==> src/rtl/scan_mux_pkg.sv <==
// Shared definitions for the scanning channel multiplexer.
package scan_mux_pkg;

  typedef enum logic {
    MODE_DIRECT = 1'b0,
    MODE_SCAN   = 1'b1
  } mode_e;

  // Dwell counter width; covers DWELL up to 255.
  localparam int CNT_W = 8;

  // Channel index width: at least one bit even for tiny channel counts.
  function automatic int sw_width(input int n_ch);
    return (n_ch > 1) ? $clog2(n_ch) : 1;
  endfunction

endpackage

==> src/rtl/next_ch_find.sv <==
// Circular search for the next unmasked channel strictly above cur.
// Landing on an index <= cur (including cur itself) reports a wrap.
module next_ch_find
  import scan_mux_pkg::*;
#(
  parameter int N_CH = 8,
  parameter int SW   = sw_width(N_CH)
) (
  input  logic [SW-1:0]   cur,
  input  logic [N_CH-1:0] mask,
  output logic [SW-1:0]   nxt,
  output logic            wrapped,
  output logic            none
);

  localparam int NP = 2**SW;

  logic [NP-1:0] mask_x;
  logic          found;

  // Pad the mask to the full index space so any SW-bit index is legal.
  assign mask_x = NP'(mask);
  assign none   = ~|mask;

  // First set bit at offsets 1..N_CH from cur, modulo N_CH.
  always_comb begin
    nxt     = cur;
    wrapped = 1'b0;
    found   = 1'b0;
    for (int i = 1; i <= N_CH; i++) begin
      if (!found && mask_x[SW'((int'(cur) + i) % N_CH)]) begin
        found   = 1'b1;
        nxt     = SW'((int'(cur) + i) % N_CH);
        wrapped = ((int'(cur) + i) >= N_CH);
      end
    end
  end

endmodule

==> src/rtl/scan_mux.sv <==
// Registered channel multiplexer with direct select and masked auto-scan.
// In scan mode each unmasked channel is held for DWELL enabled cycles.
module scan_mux
  import scan_mux_pkg::*;
#(
  parameter  int N_CH  = 8,
  parameter  int W     = 4,
  parameter  int DWELL = 4,
  localparam int SW    = sw_width(N_CH)
) (
  input  logic              clk,
  input  logic              rst,
  input  logic              en,
  input  logic              mode,
  input  logic [SW-1:0]     sel,
  input  logic [N_CH-1:0]   mask,
  input  logic [N_CH*W-1:0] din,
  output logic [W-1:0]      y,
  output logic [SW-1:0]     ch,
  output logic              valid,
  output logic              wrap
);

  localparam int               NP       = 2**SW;
  localparam logic [CNT_W-1:0] CNT_LAST = CNT_W'(DWELL - 1);

  logic [W-1:0]     chan [NP];
  logic [NP-1:0]    mask_x;
  logic             sel_ok;
  logic             cur_on;
  logic [SW-1:0]    nxt;
  logic             wrapped;
  logic             none;

  logic [W-1:0]     y_q, y_d;
  logic [SW-1:0]    ch_q, ch_d;
  logic             valid_q, valid_d;
  logic             wrap_q, wrap_d;
  logic [CNT_W-1:0] cnt_q, cnt_d;

  // Unpack din into a power-of-two table; unused slots read as zero.
  for (genvar k = 0; k < NP; k++) begin : g_chan
    if (k < N_CH) begin : g_real
      assign chan[k] = din[k*W +: W];
    end else begin : g_pad
      assign chan[k] = '0;
    end
  end

  assign mask_x = NP'(mask);
  // sel is wide enough to address past the last channel when N_CH is not a power of two.
  assign sel_ok = (int'(sel) < N_CH);
  assign cur_on = mask_x[ch_q];

  next_ch_find #(
    .N_CH (N_CH),
    .SW   (SW)
  ) u_find (
    .cur     (ch_q),
    .mask    (mask),
    .nxt     (nxt),
    .wrapped (wrapped),
    .none    (none)
  );

  // Next-state selection; valid and wrap default low so idle cycles drop them.
  always_comb begin
    y_d     = y_q;
    ch_d    = ch_q;
    cnt_d   = cnt_q;
    valid_d = 1'b0;
    wrap_d  = 1'b0;
    if (en) begin
      if (mode_e'(mode) == MODE_DIRECT) begin
        cnt_d = '0;
        if (sel_ok) begin
          ch_d    = sel;
          y_d     = chan[sel];
          valid_d = 1'b1;
        end else begin
          y_d = '0;
        end
      end else if (none) begin
        cnt_d = '0;
      end else if (!cur_on || (cnt_q == CNT_LAST)) begin
        // A masked live channel is left immediately so its data never shows as valid.
        cnt_d   = '0;
        ch_d    = nxt;
        y_d     = chan[nxt];
        valid_d = 1'b1;
        wrap_d  = wrapped;
      end else begin
        cnt_d   = cnt_q + 1'b1;
        y_d     = chan[ch_q];
        valid_d = 1'b1;
      end
    end
  end

  // Output and dwell registers with synchronous reset.
  always_ff @(posedge clk) begin
    if (rst) begin
      y_q     <= '0;
      ch_q    <= '0;
      valid_q <= 1'b0;
      wrap_q  <= 1'b0;
      cnt_q   <= '0;
    end else begin
      y_q     <= y_d;
      ch_q    <= ch_d;
      valid_q <= valid_d;
      wrap_q  <= wrap_d;
      cnt_q   <= cnt_d;
    end
  end

  assign y     = y_q;
  assign ch    = ch_q;
  assign valid = valid_q;
  assign wrap  = wrap_q;

endmodule

==> config.mk <==
export PLATFORM = sky130hd
export DESIGN_NAME = scan_mux
export DESIGN_NICKNAME = d
export VERILOG_FILES = /design/src/rtl/scan_mux_pkg.sv /design/src/rtl/next_ch_find.sv /design/src/rtl/scan_mux.sv
export SDC_FILE = /design/constraint.sdc
export NUM_CORES = 1
export LEC_CHECK = 0
export CAP_MARGIN = 20
export CORE_ASPECT_RATIO = 1.25
export CORE_MARGIN = 1
export CORE_UTILIZATION = 50
export DETAILED_ROUTE_END_ITERATION = 12
export HOLD_SLACK_MARGIN = 0.06
export PLACE_DENSITY = 0.76
export SYNTH_ARGS = -nofsm -noshare
export SYNTH_HDL_FRONTEND = slang
export SYNTH_SLANG_ARGS = --single-unit
==> constraint.sdc <==
create_clock -name clk -period 6.35 [get_ports clk]
set_input_delay 0.635 -clock clk [delete_from_list [all_inputs] [get_ports clk]]
set_output_delay 0.635 -clock clk [all_outputs]
set_load 0.01 [all_outputs]
# After elaboration in Yosys (flattened, before gate mapping)
# Cells that the tools add are included.
# op_classes
addsub	9
n_bitwise	7
magnitude_cmp	20
muxes	69
n_eq_ne	3
reduce_logical	21
# ops
operator	count
32-bit by 5-bit >= comparator with 1-bit output (second input constant)	8
3-bit by 5-bit less-than comparator with 1-bit output (second input constant)	8
4-bit binary-select mux with 3-bit select	3
4-bit two-way mux	9
1-bit two-way mux	34
3-bit two-way mux	11
1-bit binary-select mux with 3-bit select	9
8-bit two-way mux	3
3-bit by 3-bit adder with 4-bit output (second input constant)	4
4-bit >= comparator (second input constant)	3
3-bit inverter with 4-bit output	3
3-bit by 2-bit adder with 4-bit output (second input constant)	2
8-bit by 1-bit adder with 8-bit output (second input constant)	1
8-bit by 2-bit equality test with 1-bit output (second input constant)	1
1-bit logical NOT	8
8-bit OR reduction	1
1-bit logical AND	7
3-bit by 4-bit adder with 5-bit output (second input constant)	1
5-bit OR reduction	1
3-bit by 1-bit adder with 4-bit output (second input constant)	1
3-bit by 4-bit less-than comparator with 1-bit output (second input constant)	1
2-bit by 1-bit inequality test with 1-bit output (second input constant)	2
1-bit inverter	4
3-bit AND reduction	1
other kinds (3)	3
# word_totals
in_bits	47
out_inout_bits	9
reg_bits	17

# Longest topological paths before layout
# depth
word_depth	33
mapped_depth	16
ltp_nobuf	12

# Cells and area by module
# From an unflattened synthesis, not the netlist that was laid out.
# hier_totals
hier_cells	273
hier_area_um2	2756.4
# modules_own_cells
mod	n_inst	seq_area_each_um2	cells_per_inst	area_each_um2
scan_mux	1	340.3	162	1697.9
next_ch_find	1	0.0	111	1058.5

# Worst setup path after synthesis
# Ideal clock, no wire load.
# synth_path
path_kind	reg2reg
startpoint	reg ch_q[1], in the netlist ch[1]
endpoint	reg y_q[0], in the netlist y[0]
path_stages_with_launch	15
synth_period_minus_slack_ps	3892
path_buffers	4
slack_ps	2458
t_required_ps	6220
t_arrival_ps	3761
cell_sequence	dfxtp_1 -> buf_2 -> inv_1 -> ha_1 -> buf_2 -> buf_2 -> mux4_2 -> nand2_1 -> o21ai_0 -> a221oi_4 -> xnor2_4 -> buf_6 -> mux2_4 -> o211ai_1 -> o211ai_1
# synth_via
elab_chain_len	33
word_cells_on_any_way	76
classes_between	add/sub: 8; mux: 50; bitwise: 2; reduce/logical: 16
# synth_lines
element	line_no	source
start: declaration	scan_mux.sv:36	logic [SW-1:0] ch_q, ch_d;
start signal: assignment	scan_mux.sv:110	ch_q <= ch_d;
3-bit by 1-bit adder with 4-bit output	next_ch_find.sv:31, next_ch_find.sv:33	
1-bit binary-select mux with 3-bit select	next_ch_find.sv:31	if (!found && mask_x[SW'((int'(cur) + i) % N_CH)]) begin
1-bit two-way mux (implied by the code) (2 in a row)	next_ch_find.sv:31	
1-bit two-way mux	next_ch_find.sv:31	
1-bit logical NOT	next_ch_find.sv:31	
1-bit logical AND	next_ch_find.sv:31	
1-bit two-way mux	next_ch_find.sv:31	
1-bit logical NOT	next_ch_find.sv:31	
[... 15 more ...]	--	
1-bit logical AND	next_ch_find.sv:31	
3-bit two-way mux	next_ch_find.sv:31	
3-bit inverter with 4-bit output (implied by the code)	scan_mux.sv:89	y_d = chan[nxt];
4-bit binary-select mux with 3-bit select	scan_mux.sv:89	
4-bit two-way mux (implied by the code) (2 in a row)	scan_mux.sv:89	
4-bit two-way mux (*)	scan_mux.sv:85	end else if (!cur_on || (cnt_q == CNT_LAST)) begin
4-bit two-way mux (*)	scan_mux.sv:83	end else if (none) begin
4-bit two-way mux (*)	scan_mux.sv:74	if (mode_e'(mode) == MODE_DIRECT) begin
end signal: assignment	scan_mux.sv:109	y_q <= y_d;
end: declaration	scan_mux.sv:35	logic [W-1:0] y_q, y_d;
# Mark *: on every way between the ends. The rest lies on a longest branch, timed or not. The select of a mux whose other input is x is not followed.
# A chain may end at the register's enable or synchronous reset.

# Worst setup path after layout
# Same ends and word-level chain as after synthesis.

==> summary.txt <==
Global routing
  • Gr ovfl total: 0
  • First-pass GRT wire length: 12,400 µm
  • Tot GR Track Use: between 20% and 30%
  • Initial antenna violation count: 0
  • Vias in the first global route: around 2,700
  • Pin count of the biggest net entering global routing: 39

Yosys
  • Syn Area/Cell: 8.90 µm²
  • Post-synth EDFFs: 0
  • Top_reg_cell synth: dfxtp_1
  • Top-area cell type share of the netlist area: a little over a fifth
  • Async SR Flop Fraction: 0%
  • Share of the yosys chip area belonging to registers: between 10% and 20%
  • Yosys warning count: 0
  • Dominant cells by area after synthesis: mux4_2 21%, mux2i_1 12%, dfxtp_1 11%
  • Cells after synthesis: about 340
  • #FFs+latches synth: 17
  • Syn Std Cell Area: ~3000 µm²
  • Syn Nets: 392
  • Dominant cell type by area after synthesis: mux4_2
  • Cell variety after synth: 54

Floorplanning
  • Initial Utilization: 51.9%
  • Site row count: 31
  • Die Ht: approximately 90 µm
  • Ports: 56
  • Core ar.: between 5000 and 6000 µm²
  • Die area: ~6300 µm²
  • Chip width: around 71 µm

Placement
  • Number of port buffers: 55
  • Post-DP HPWL: a little under 6000 µm
  • Final RePlAce weighted congestion: 0.917

Power and ir drop
  • VDD IR max: between 100 and 150 µV
  • Power Density: about 240 nW/µm²
  • P_sw: a little under 400 µW
  • Static leakage: about 0.0013 µW
  • Pint: roughly 460 µW
  • Sw Ratio: a little under half
  • Logic pwr share: approximately 76%
  • Register share of total power: 14.3%
  • Clock Power Share: 9.4%

Final layout
  • Fraction of final layout cells sized beyond drive strength 1: between 10% and 20%
  • Area of the multi-input gates: between 2000 and 2500 µm²
  • Ant diodes: 0
  • Layout area overhead: 18.6%
  • FF/Latch Area: about 340 µm²
  • Nets: roughly 430
  • Filler cells: a little over 500

STA
  • Worst slew pin tran: slightly below 0.9 ns
  • RSZ-0062 raised after global routing: no
  • Fmax: approximately 220 MHz
  • Min Tclk post-route: around 4.6 ns
  • Final setup viols: 0
  • Final Skew: ~0.0013 ns
  • Pins Over Slew Limit: 0
  • Period utilisation layout: ~72%
  • Hold Slack: around 0.53 ns
  • Slew HR: around 40%
  • Final hold viol count: 0
  • Setup TNS: 0 ns

Outcome
  • Status: finished, violations left
  • Failing checks: design-rule violations

Clock tree
  • CTS tree: done
  • Clock buffers created by TritonCTS: 3
  • Clock transition at the registers of the reported paths: around 0.07 ns
  • Cts hold-fix bufs: 0
  • Clock latency on the worst-skew pair: between 0.2 and 0.3 ns
  • Root buffer cell: clkbuf_8
  • CTS Buffer Depth: 2
  • CTS resizes: 0
  • H-tree Lvls: 1
  • Clock Sinks: 17
  • Post-CTS setup buffers: 0

Setup path
  • Reg2reg start: ch[1]
  • Req. time, crit path: 6.48 ns
  • CP startpoint kind: flip-flop
  • Setup CP Type: flip-flop to flip-flop
  • Worst reg2reg path endpoint: y[0]
  • Reg2Reg Depth: 12
  • Worst Setup EP: y[0]
  • Setup crit end kind: flip-flop
  • Largest fanout on the critical path: 26
  • Crit. Startpoint: ch[1]
  • Reg-to-reg setup timing slack: ~1.7 ns
  • WP data arrival: roughly 4.7 ns

Min path
  • Hold path startpoint: cnt_q[7]
  • Hold crit path type: flip-flop to flip-flop

Detailed routing
  • Via count: about 2,800
  • Initial DRC count: 159
  • Post-DR wirelength/cell: roughly 17 µm
  • DR pass1 iterations: 9
  • Drt drc: 3
  • Post-DR vias/cell: 6.46
  • Post-route ant nets: 0
  • WL final: roughly 7600 µm

Job
  • Max-cap viol count: 0
[area by class of cell]
| class | instances | share of cell area [%] |
|---|---|---|
| Clock inverter | 1 | 0.141 |
| Clock buffer | 3 | 1.16 |
| Multi-Input combinational cell | 283 | 69.8 |
| Tap cell | 66 | 2.32 |
| Inverter | 8 | 0.844 |
| Timing Repair Buffer | 58 | 16.1 |
| Sequential cell | 17 | 9.61 |
[routing by layer]
metal	track usage, %	wire, µm	vias up
met5	0	0	-
met4	7.27	127	0
met3	2.51	426	11
met2	46.6	3910	116
met1	29.1	3160	1318
li1	-	-	1370
[cells in the mapped netlist, types with 8 or more instances]
| master | instances |
|---|---|
| nor2_1 | 37 |
| mux2i_1 | 35 |
| nand2_1 | 29 |
| mux4_2 | 28 |
| a21oi_1 | 20 |
| dfxtp_1 | 17 |
| clkbuf_1 | 16 |
| o21ai_0 | 12 |
| mux2_2 | 11 |
| nor3_1 | 9 |
| buf_2 | 8 |
| ha_1 | 8 |
[power by group through the flow]
stage               sequential (µW)  clock [µW]  combinational, µW
finish                          123        80.8                654
global route                    123        87.0                705
CTS                             123        83.1                652
detailed placement              124           0                648
global placement                125           0                641
floorplan                       130           0                516
[layout by cell type, fill, tap and decap left out, types with 3 or more instances in the layout]
cell type         n
a211oi_1          3
a21o_1            3
a21oi_1          20
a221oi_1          4
and3_1            5
buf_4             3
clkbuf_8          3
clkdlybuf4s50_1  55
dfxtp_1          16
ha_1              8
inv_1             6
mux2_2           11
mux2_4            4
mux2i_1          35
mux4_2           28
nand2_1          29
nand2b_1          5
nand3_1           6
nand4_1           3
nor2_1           37
nor3_1            9
nor3b_1           6
nor4_1            3
o2111ai_1         3
o211ai_1          6
o21a_1            3
o21ai_0          12
o21bai_1          3
o221a_2           3
o22ai_1           4
[worst min-delay path by stage]
stage	to	slack, ns	cells after the start
floorplan	cnt_q[7]	0.48	2
global placement	cnt_q[7]	0.51	2
detailed placement	cnt_q[7]	0.52	2
CTS	cnt_q[7]	0.53	2
global route	cnt_q[7]	0.57	2
finish	cnt_q[7]	0.53	2
[worst max-delay path, stage by stage (launching register included)]
cell       delay [ns]
dfxtp_1          0.31
buf_4            0.33
inv_1            0.20
ha_1             0.74
mux2i_1          0.28
mux2_2           0.32
a221oi_1         0.59
a31o_2           0.28
a221oi_4         0.10
xnor2_4          0.59
mux2_2           0.41
o2111ai_1        0.18
o211ai_1         0.12
[sequential cells by signal, summed over array words and instances, names as in the netlist]
signal  flops
cnt_q       8
y           4
wrap        1
valid       1
ch          3
[stage by stage]
step | utilization, % | cells | power (µW) | worst slack, ns | instance area, µm²
after CTS | 61.5 | 436 | 857 | 1.81 | 3560
after global routing | 61.5 | 436 | 916 | 1.42 | 3560
after global placement | 60.7 | 432 | 766 | 1.98 | 3510
after detailed placement | 60.7 | 432 | 772 | 1.82 | 3510
after floorplan | - | 337 | 647 | 2.46 | 3000
final | 61.5 | 436 | 857 | 1.75 | 3560
[logic make-up after synthesis]
family                     Yosys count  share of synthesized area, %
xor gates and xnor gates             3                          2.13
adders and majority gates            8                          3.34
DFF                                 17                          11.4
buffers and inverters               37                          5.84
AOI/OAI and AO/OA                   79                          19.2
muxes                               79                          39.6
and+or+nand+nor                    114                          18.6
Note: power is estimated with default switching activity, not from simulation.
